<file path="src/rtl/burst_master.sv">
// burst_master: turns single-line read/write requests into fixed-length RAM
// bursts.
//
// A request carries one line of BURST_COUNT words. The RAM address is aligned
// down to a BURST_COUNT boundary. Word i of the line goes to (or comes from)
// the aligned address + i.
//
// Optional feature (macro BURST_MASTER_TIMEOUT_EN):
//   A watchdog runs in RD_WAIT. If no read data arrives within TIMEOUT_CYCLES
//   cycles, the read completes with resp_err=1 and resp_line is left unchanged.
//   Without the macro the block waits forever and resp_err is tied to 0.
//
// Ports:
//   clk, rst             single clock, synchronous active-low reset
//   req_*                request channel (valid/ready handshake, write line in)
//   resp_valid/line/err  one-cycle completion pulse, read line, timeout flag
//   ram_cmd/_en/addr     burst command to the RAM (one strobe per request)
//   ram_wr_data          write word, one per cycle starting at the command cycle
//   ram_data_mask        always 0 (full-word writes)
//   ram_rd_data/_ready   read word stream from the RAM
//   ram_busy             RAM cannot accept a command this cycle
module burst_master #(
    parameter int DEPTH_BITWIDTH = 4,
    parameter int DATA_BITWIDTH  = 64,
    parameter int BURST_COUNT    = 4,
    parameter int TIMEOUT_CYCLES = 32
) (
    input  logic                                  clk,
    input  logic                                  rst,
    input  logic                                  req_valid,
    input  logic                                  req_write,
    input  logic [DEPTH_BITWIDTH-1:0]             req_addr,
    input  logic [DATA_BITWIDTH*BURST_COUNT-1:0]  req_line,
    output logic                                  req_ready,
    output logic                                  resp_valid,
    output logic [DATA_BITWIDTH*BURST_COUNT-1:0]  resp_line,
    output logic                                  resp_err,
    output logic                                  ram_cmd,
    output logic                                  ram_cmd_en,
    output logic [DEPTH_BITWIDTH-1:0]             ram_addr,
    output logic [DATA_BITWIDTH-1:0]              ram_wr_data,
    output logic [DATA_BITWIDTH/8-1:0]            ram_data_mask,
    input  logic [DATA_BITWIDTH-1:0]              ram_rd_data,
    input  logic                                  ram_rd_data_ready,
    input  logic                                  ram_busy
);

    localparam int LINE_W = DATA_BITWIDTH * BURST_COUNT;
    localparam int CNT_W  = $clog2(BURST_COUNT);
    localparam logic [DEPTH_BITWIDTH-1:0] ALIGN_MASK = ~(DEPTH_BITWIDTH'(BURST_COUNT - 1));

    typedef enum logic [2:0] {
        IDLE,
        ISSUE,
        WR_BURST,
        RD_WAIT,
        RD_BURST,
        DONE
    } state_t;

    state_t             state;
    logic               is_write;
    logic [LINE_W-1:0]  wr_line;
    logic [LINE_W-1:0]  rd_buf;
    logic [LINE_W-1:0]  rd_next;
    logic [CNT_W-1:0]   cnt;
    logic               last_word;

`ifdef BURST_MASTER_TIMEOUT_EN
    localparam int TO_W = $clog2(TIMEOUT_CYCLES + 1);
    logic [TO_W-1:0]    to_cnt;
`else
    assign resp_err = 1'b0;
`endif

    assign req_ready     = (state == IDLE);
    // The command strobe has to land in the very cycle busy is low, so it is
    // decoded from the state register and the live busy input.
    assign ram_cmd_en    = (state == ISSUE) && !ram_busy;
    assign ram_data_mask = '0;
    assign last_word     = (cnt == CNT_W'(BURST_COUNT - 1));

    // Capture buffer with the incoming word merged in at the current slot.
    // Kept separate from resp_line so the previous read result stays stable
    // while a new read burst is streaming in.
    always_comb begin
        rd_next = rd_buf;
        rd_next[int'(cnt) * DATA_BITWIDTH +: DATA_BITWIDTH] = ram_rd_data;
    end

    always_ff @(posedge clk) begin
        if (!rst) begin
            state       <= IDLE;
            is_write    <= 1'b0;
            wr_line     <= '0;
            rd_buf      <= '0;
            cnt         <= '0;
            ram_cmd     <= 1'b0;
            ram_addr    <= '0;
            ram_wr_data <= '0;
            resp_valid  <= 1'b0;
            resp_line   <= '0;
`ifdef BURST_MASTER_TIMEOUT_EN
            to_cnt      <= '0;
            resp_err    <= 1'b0;
`endif
        end else begin
            resp_valid <= 1'b0;
`ifdef BURST_MASTER_TIMEOUT_EN
            resp_err   <= 1'b0;
`endif
            case (state)
                IDLE: begin
                    if (req_valid) begin
                        is_write    <= req_write;
                        wr_line     <= req_line;
                        ram_cmd     <= req_write;
                        ram_addr    <= req_addr & ALIGN_MASK;
                        // Word 0 must already be on the bus in the command cycle.
                        ram_wr_data <= req_line[DATA_BITWIDTH-1:0];
                        cnt         <= '0;
                        state       <= ISSUE;
                    end
                end
                ISSUE: begin
                    if (!ram_busy) begin
                        if (is_write) begin
                            ram_wr_data <= wr_line[DATA_BITWIDTH +: DATA_BITWIDTH];
                            cnt         <= CNT_W'(1);
                            state       <= WR_BURST;
                        end else begin
                            cnt   <= '0;
                            state <= RD_WAIT;
`ifdef BURST_MASTER_TIMEOUT_EN
                            to_cnt <= '0;
`endif
                        end
                    end
                end
                WR_BURST: begin
                    // cnt is the index of the word currently on ram_wr_data.
                    if (last_word) begin
                        state      <= DONE;
                        resp_valid <= 1'b1;
                    end else begin
                        ram_wr_data <= wr_line[(int'(cnt) + 1) * DATA_BITWIDTH +: DATA_BITWIDTH];
                        cnt         <= cnt + CNT_W'(1);
                    end
                end
                RD_WAIT: begin
                    if (ram_rd_data_ready) begin
                        // BURST_COUNT >= 2, so the first word is never the last.
                        rd_buf <= rd_next;
                        cnt    <= cnt + CNT_W'(1);
                        state  <= RD_BURST;
                    end
`ifdef BURST_MASTER_TIMEOUT_EN
                    else if (to_cnt == TO_W'(TIMEOUT_CYCLES - 1)) begin
                        state      <= DONE;
                        resp_valid <= 1'b1;
                        resp_err   <= 1'b1;
                    end else begin
                        to_cnt <= to_cnt + TO_W'(1);
                    end
`endif
                end
                RD_BURST: begin
                    // Gaps in ram_rd_data_ready simply stall the capture.
                    if (ram_rd_data_ready) begin
                        rd_buf <= rd_next;
                        cnt    <= cnt + CNT_W'(1);
                        if (last_word) begin
                            resp_line  <= rd_next;
                            resp_valid <= 1'b1;
                            state      <= DONE;
                        end
                    end
                end
                DONE: begin
                    state <= IDLE;
                end
                default: begin
                    state <= IDLE;
                end
            endcase
        end
    end

endmodule

</file>
<file path="config.mk">
export PLATFORM = sky130hd
export DESIGN_NAME = burst_master
export DESIGN_NICKNAME = d
export VERILOG_FILES = /design/src/rtl/burst_master.sv
export SDC_FILE = /design/constraint.sdc
export NUM_CORES = 2
export LEC_CHECK = 0
export ABC_AREA = 1
export BUFFER_PORTS_ARGS = -buffer_cell sky130_fd_sc_hd__buf_2
export CAP_MARGIN = 20
export CORE_ASPECT_RATIO = 0.6
export CORE_MARGIN = 2
export CORE_UTILIZATION = 45
export DETAILED_ROUTE_END_ITERATION = 8
export PLACE_DENSITY = 0.71
export SYNTH_ARGS = -nofsm -noshare
export SYNTH_HDL_FRONTEND = slang
export SYNTH_SLANG_ARGS = --single-unit
</file>
<file path="constraint.sdc">
create_clock -name clk -period 3.9 [get_ports clk]
set_clock_uncertainty 0.1 [all_clocks]
set_input_delay 0.195 -clock clk [delete_from_list [all_inputs] [get_ports clk]]
set_output_delay 0.195 -clock clk [all_outputs]
set_load 0.01 [all_outputs]
</file>
* Word-level counts from Yosys, hierarchy flattened *
Cells that the tools add are included.

word-level totals
  register bits = 841
  logic and storage cells = 61
  output and inout port bits = 337
  input port bits = 330
  ROM bits = 0
  memories kept = 0
  bits in latches = 0
  RAM bits = 0

operators by class
  shift-type cells = 3
  $add $sub $neg = 3
  div/mod/pow operators = 0
  reduce and logical (&&, ||, !) cells = 12
  bitwise logic cells = 0
  mux-type cells = 22
  order comparisons = 0
  eq/ne operators = 12
  multiply operators = 0

operator list
  cell                                                     number
  bitwise mux 256 bit                                      1
  two-way mux 64 bit                                       4
  variable shift 64 x 33 -> 256 bit, first input constant  1
  indexed part select 256 x 10 -> 64 bit                   1
  indexed part select 64 x 33 -> 256 bit                   1
  one-hot mux 64 bit (3 select lines)                      1
  negator 8 -> 33 bit                                      1
  two-way mux 3 bit                                        5
  one-hot mux 3 bit (5 select lines)                       1
  != test 2 bit, second input constant                     6
  AND reduction 5 bit                                      2
  two-way mux 2 bit                                        4
  one-hot mux 2 bit (4 select lines)                       1
  equality test 3 x 2 -> 1 bit, second input constant      2
  two-way mux 1 bit                                        4
  AND reduction 2 bit                                      2
  AND reduction 4 bit                                      1
  nonzero test 4 bit                                       1
  adder 2 x 1 -> 3 bit, second input constant              1
  equality test 3 x 1 -> 1 bit, second input constant      1
  equality test 3 bit, second input constant               1
  logical NOT 3 bit                                        1
  AND reduction 3 bit                                      1
  nonzero test 3 bit                                       1
  7 further kinds                                          7

* Longest topological paths before layout *
  depth in word-level cells = 4
  gate-level depth with buffers = 11
  mapped depth without buffers = 9

* Worst setup path before layout *
No wires, ideal clock.

  path kind = register -> register
  start point = reg cnt[0]
  end point = reg rd_buf[119]
  path slack = 1.784 ns
  stages on the path, launching flop included = 11
  setup time = 0.122 ns
  required time = 3.678 ns
  data arrival time = 1.895 ns
  path buffers = 2
  period minus slack after synthesis = 2.116 ns
  cells stage by stage = dfxtp_1 -> inv_2 -> clkbuf_1 -> ha_1 -> inv_1 -> nor2_1 -> nand2_1 -> clkbuf_1 -> nor2_1 -> a21oi_1 -> a21oi_1

on the way
  word-level cells in the longest chain between the ends = 3

ends and longest elaborated chain
  what                                                                                         RTL line  text
  start: declaration                                                                           66        logic [CNT_W-1:0] cnt;
  start signal: assignment                                                                     147       cnt <= cnt + CNT_W'(1);
  start signal: assignment                                                                     154       cnt <= cnt + CNT_W'(1);
  start signal: assignment                                                                     171       cnt <= cnt + CNT_W'(1);
  negator 8 -> 33 bit *                                                                        88        rd_next[int'(cnt) * DATA_BITWIDTH +: DATA_BITWIDTH] = ram_rd_data;
  indexed part select 64 x 33 -> 256 bit or variable shift 64 x 33 -> 256 bit (tied branches)  88
  bitwise mux 256 bit *                                                                        88
  end signal: assignment                                                                       153       rd_buf <= rd_next;
  end signal: assignment                                                                       170       rd_buf <= rd_next;
  end: declaration                                                                             64        logic [LINE_W-1:0] rd_buf;

Every way passes the cells marked *; elsewhere a longest branch is shown, timed or not.
A chain may end at the register's enable or synchronous reset.

* Worst setup path after layout *
  start point = reg state[0]
  end point = reg wr_line[106]

on the way
  word-level cells in the longest chain between the ends = 2

ends and longest elaborated chain
  what                           RTL line  text
  start: declaration             61        state_t state;
  start signal: assignment       93        state <= IDLE;
  start signal: assignment       122       state <= ISSUE;
  start signal: assignment       130       state <= WR_BURST;
  logical NOT 3 bit              112       case (state)
  AND reduction 2 bit (no line)  n/a
  end signal: assignment         116       wr_line <= req_line;
  end: declaration               63        logic [LINE_W-1:0] wr_line;

Every way passes these cells.

==> metrics.yaml <==
status: "finished, final reports clean"
hold_buffers: 341
cts_buffers: 71
die_w_um: 346
cts_resized: 0
reg2reg_from: "state[0]"
vias: 33700
peakVddDrop_uv: 487
tns_ps: 0
hold_viol_final: 0
synth_area_leaders: "dfxtp_1 (46%), o21ai_0 (11%), nor2_1 (9.2%)"
grt_pass1_wl_mm: 175
synthAdderAreaFrac_pct: 0.198
synthXorXnorAreaFrac_pct: 0
holdCritPathClass: "in2reg"
first_global_vias: 31800
finalMaxSlewViolations: 0
min_from: "ram_rd_data_ready"
final_antenna_net_count: 0
fp.coreArea_um2: 69700
cts.htree.levels: 3
synth.avg_cell_area_um2: 6.80
synth-simple-area-share_pct: 20.4
grt_max_degree: 178
powerDensity_nw_per_um2: 616
timing.final.setup_violations: 0
netlist_area_um2: 31600
rsz0062_at_grt: "no"
post-route-min-period_ps: 3100
clk_pin_slew_ps: 70
slew_headroom_pct: 33.4
clk_latency_ps: 630
drt-initial-drc-count: 3369
syn_inst: 4657
synth_top_family_by_area: "compound AO/OA/AOI/OAI gates"
final_common_cell: "nor2_1"
drc_errors: 0
final_nets: 5747
ys.flop_type: "dfxtp_1"
fin_crit_sh_pct: 79.4
synth_compound_area_share_pct: 21.2
yosysSeqAreaShare_pct: 45.9
rows: 75
cp_num_buf_inv: 2
mostFrequentLayoutCells: "nor2_1 (776), dfxtp_1 (725), o21ai_0 (720), nand2_1 (658), buf_2 (652)"
viasPerCell: 5.26
crit_family: "simple AND/OR/NAND/NOR gates"
clk_path_buf_depth: 3
port_buffers: 653
die_h_um: 209
required_ps: 4290
muxShareOfSynthArea_pct: 0
worstPathMaxFanout: 95
max_stage_delay_ps: 600
drive_above_1_share_pct: 15.4
max_slew.worst_pin.slew_ps: 999
cp_slowest_cell: "nor3_2"
cts.sinks: 726
postCtsSetupRepairBufs: 0
drtPass1Iterations: 6
start_util_pct: 45.4
start_kind: "register"
synth-edff-count: 0
wl_mm: 112
yosys.area.top_type: "dfxtp_1"
post-dp-hpwl_mm: 66.3
critical_path.endpoint_type: "register"
crit_type: "reg2reg"
fmax_mhz: 323
synth_cell_type_count: 23
grt-ovfl-total: 0
dieArea_um2: 72500
ys_warn_count: 0
worst_hold_slack_ps: 157
cts.root.buffer_cell: "clkbuf_16"
cp-startpoint: "state[0]"
boundaryPins: 667
fillers: 6249
routabilityCongestion: 0.873
yosys.area.top_type_share_pct: 45.9
ys_seq_elements: 726
synthArstFlopShare_pct: 0
drv_cap: 0
grt_usage_pct: 29.7
syn_to_final_growth_pct: 29.9
routedWlPerCell_um: 17.5
antenna_found_initial: 4
worstPathArrival_ps: 3490
critical_path.cell_chain: "nor3_2 > nand2_8 > buf_4 > o21ai_0 > dlygate4sd3_1 > a21oi_1"
power.leakage_nw: 19.3
cts_tree: "built"
[synth_stat cells (3+ instances only)]
| cell type | n |
|---|---|
| buf_4 | 18 |
| buf_1 | 18 |
| inv_1 | 596 |
| o22ai_1 | 128 |
| o21a_1 | 8 |
| dfxtp_1 | 726 |
| clkbuf_1 | 232 |
| a21oi_1 | 395 |
| o21ai_1 | 53 |
| ha_1 | 5 |
| nand2_1 | 663 |
| nor2_1 | 776 |
| nand3_1 | 200 |
| buf_2 | 98 |
| inv_2 | 10 |
| buf_6 | 3 |
| o21ai_0 | 720 |
[where the power goes]
part,total (mW),leakage [nW],internal (mW),switching (mW)
clock,7.39,1.21,4.24,3.14
sequential,9.40,5.92,8.81,0.590
combinational,8.53,12.2,2.73,5.80
[per-stage QoR]
stage | setup slack (ps) | cells | total power, mW | utilization (%) | area, um^2
after global placement | 1180 | 5922 | 17.3 | 50.5 | 35200
after floorplan | 1780 | 4667 | 15.2 | - | 31700
final | 804 | 6396 | 25.3 | 59.0 | 41100
after detailed placement | 1140 | 5922 | 17.5 | 50.5 | 35200
after global routing | 634 | 6393 | 26.8 | 59.0 | 41100
after CTS | 926 | 6392 | 25.2 | 58.9 | 41100
[sequential cells by signal, summed over array words and instances (netlist names)]
| signal | cells |
|---|---|
| resp_line | 256 |
| rd_buf | 205 |
| wr_line | 192 |
| ram_wr_data | 64 |
| state | 3 |
| cnt | 2 |
| ram_addr | 2 |
| is_write | 1 |
| resp_valid | 1 |
[worst reg2reg max path: stages (launching register included)]
cell	delay, ps
dfxtp_1	430
nor3_2	610
nand2_8	490
buf_4	500
o21ai_0	220
dlygate4sd3_1	590
a21oi_1	50
[path summary, 6_finish.rpt]
kind	endpoint	slack, ps	depth (start not counted)
min	resp_line[240]	160	4
max reg2reg	wr_line[106]	800	6
min reg2reg	wr_line[232]	350	2
max	wr_line[106]	800	6
[cell families after synthesis]
kind of cell / count (synthesis)
buffers and inverters: 975
other: 1
AOI/OAI and AO/OA: 1304
DFF: 726
and+or+nand+nor: 1646
adders and majority gates: 5
[layout make-up]
cell class              count  area [um^2]  share of cell area (%)
well taps                 924         1160                    2.81
flip-flops and latches    726        14500                    35.4
diodes                      4         10.0                  0.0243
repair buffers           1041         7280                    17.7
clock buffers             106         2140                    5.21
clock inverters            23          335                   0.816
multi-input cells        2966        13400                    32.5
inverters                 606         2290                    5.56
[layer usage]
layer	global-route usage, %	vias up	routed length [um]
met5	0	-	41
met4	14.0	6	5470
met3	6.62	385	9550
met2	44.6	1581	47900
met1	40.5	15400	48900
li1	-	16300	-
(Power assumes the default switching activity.)
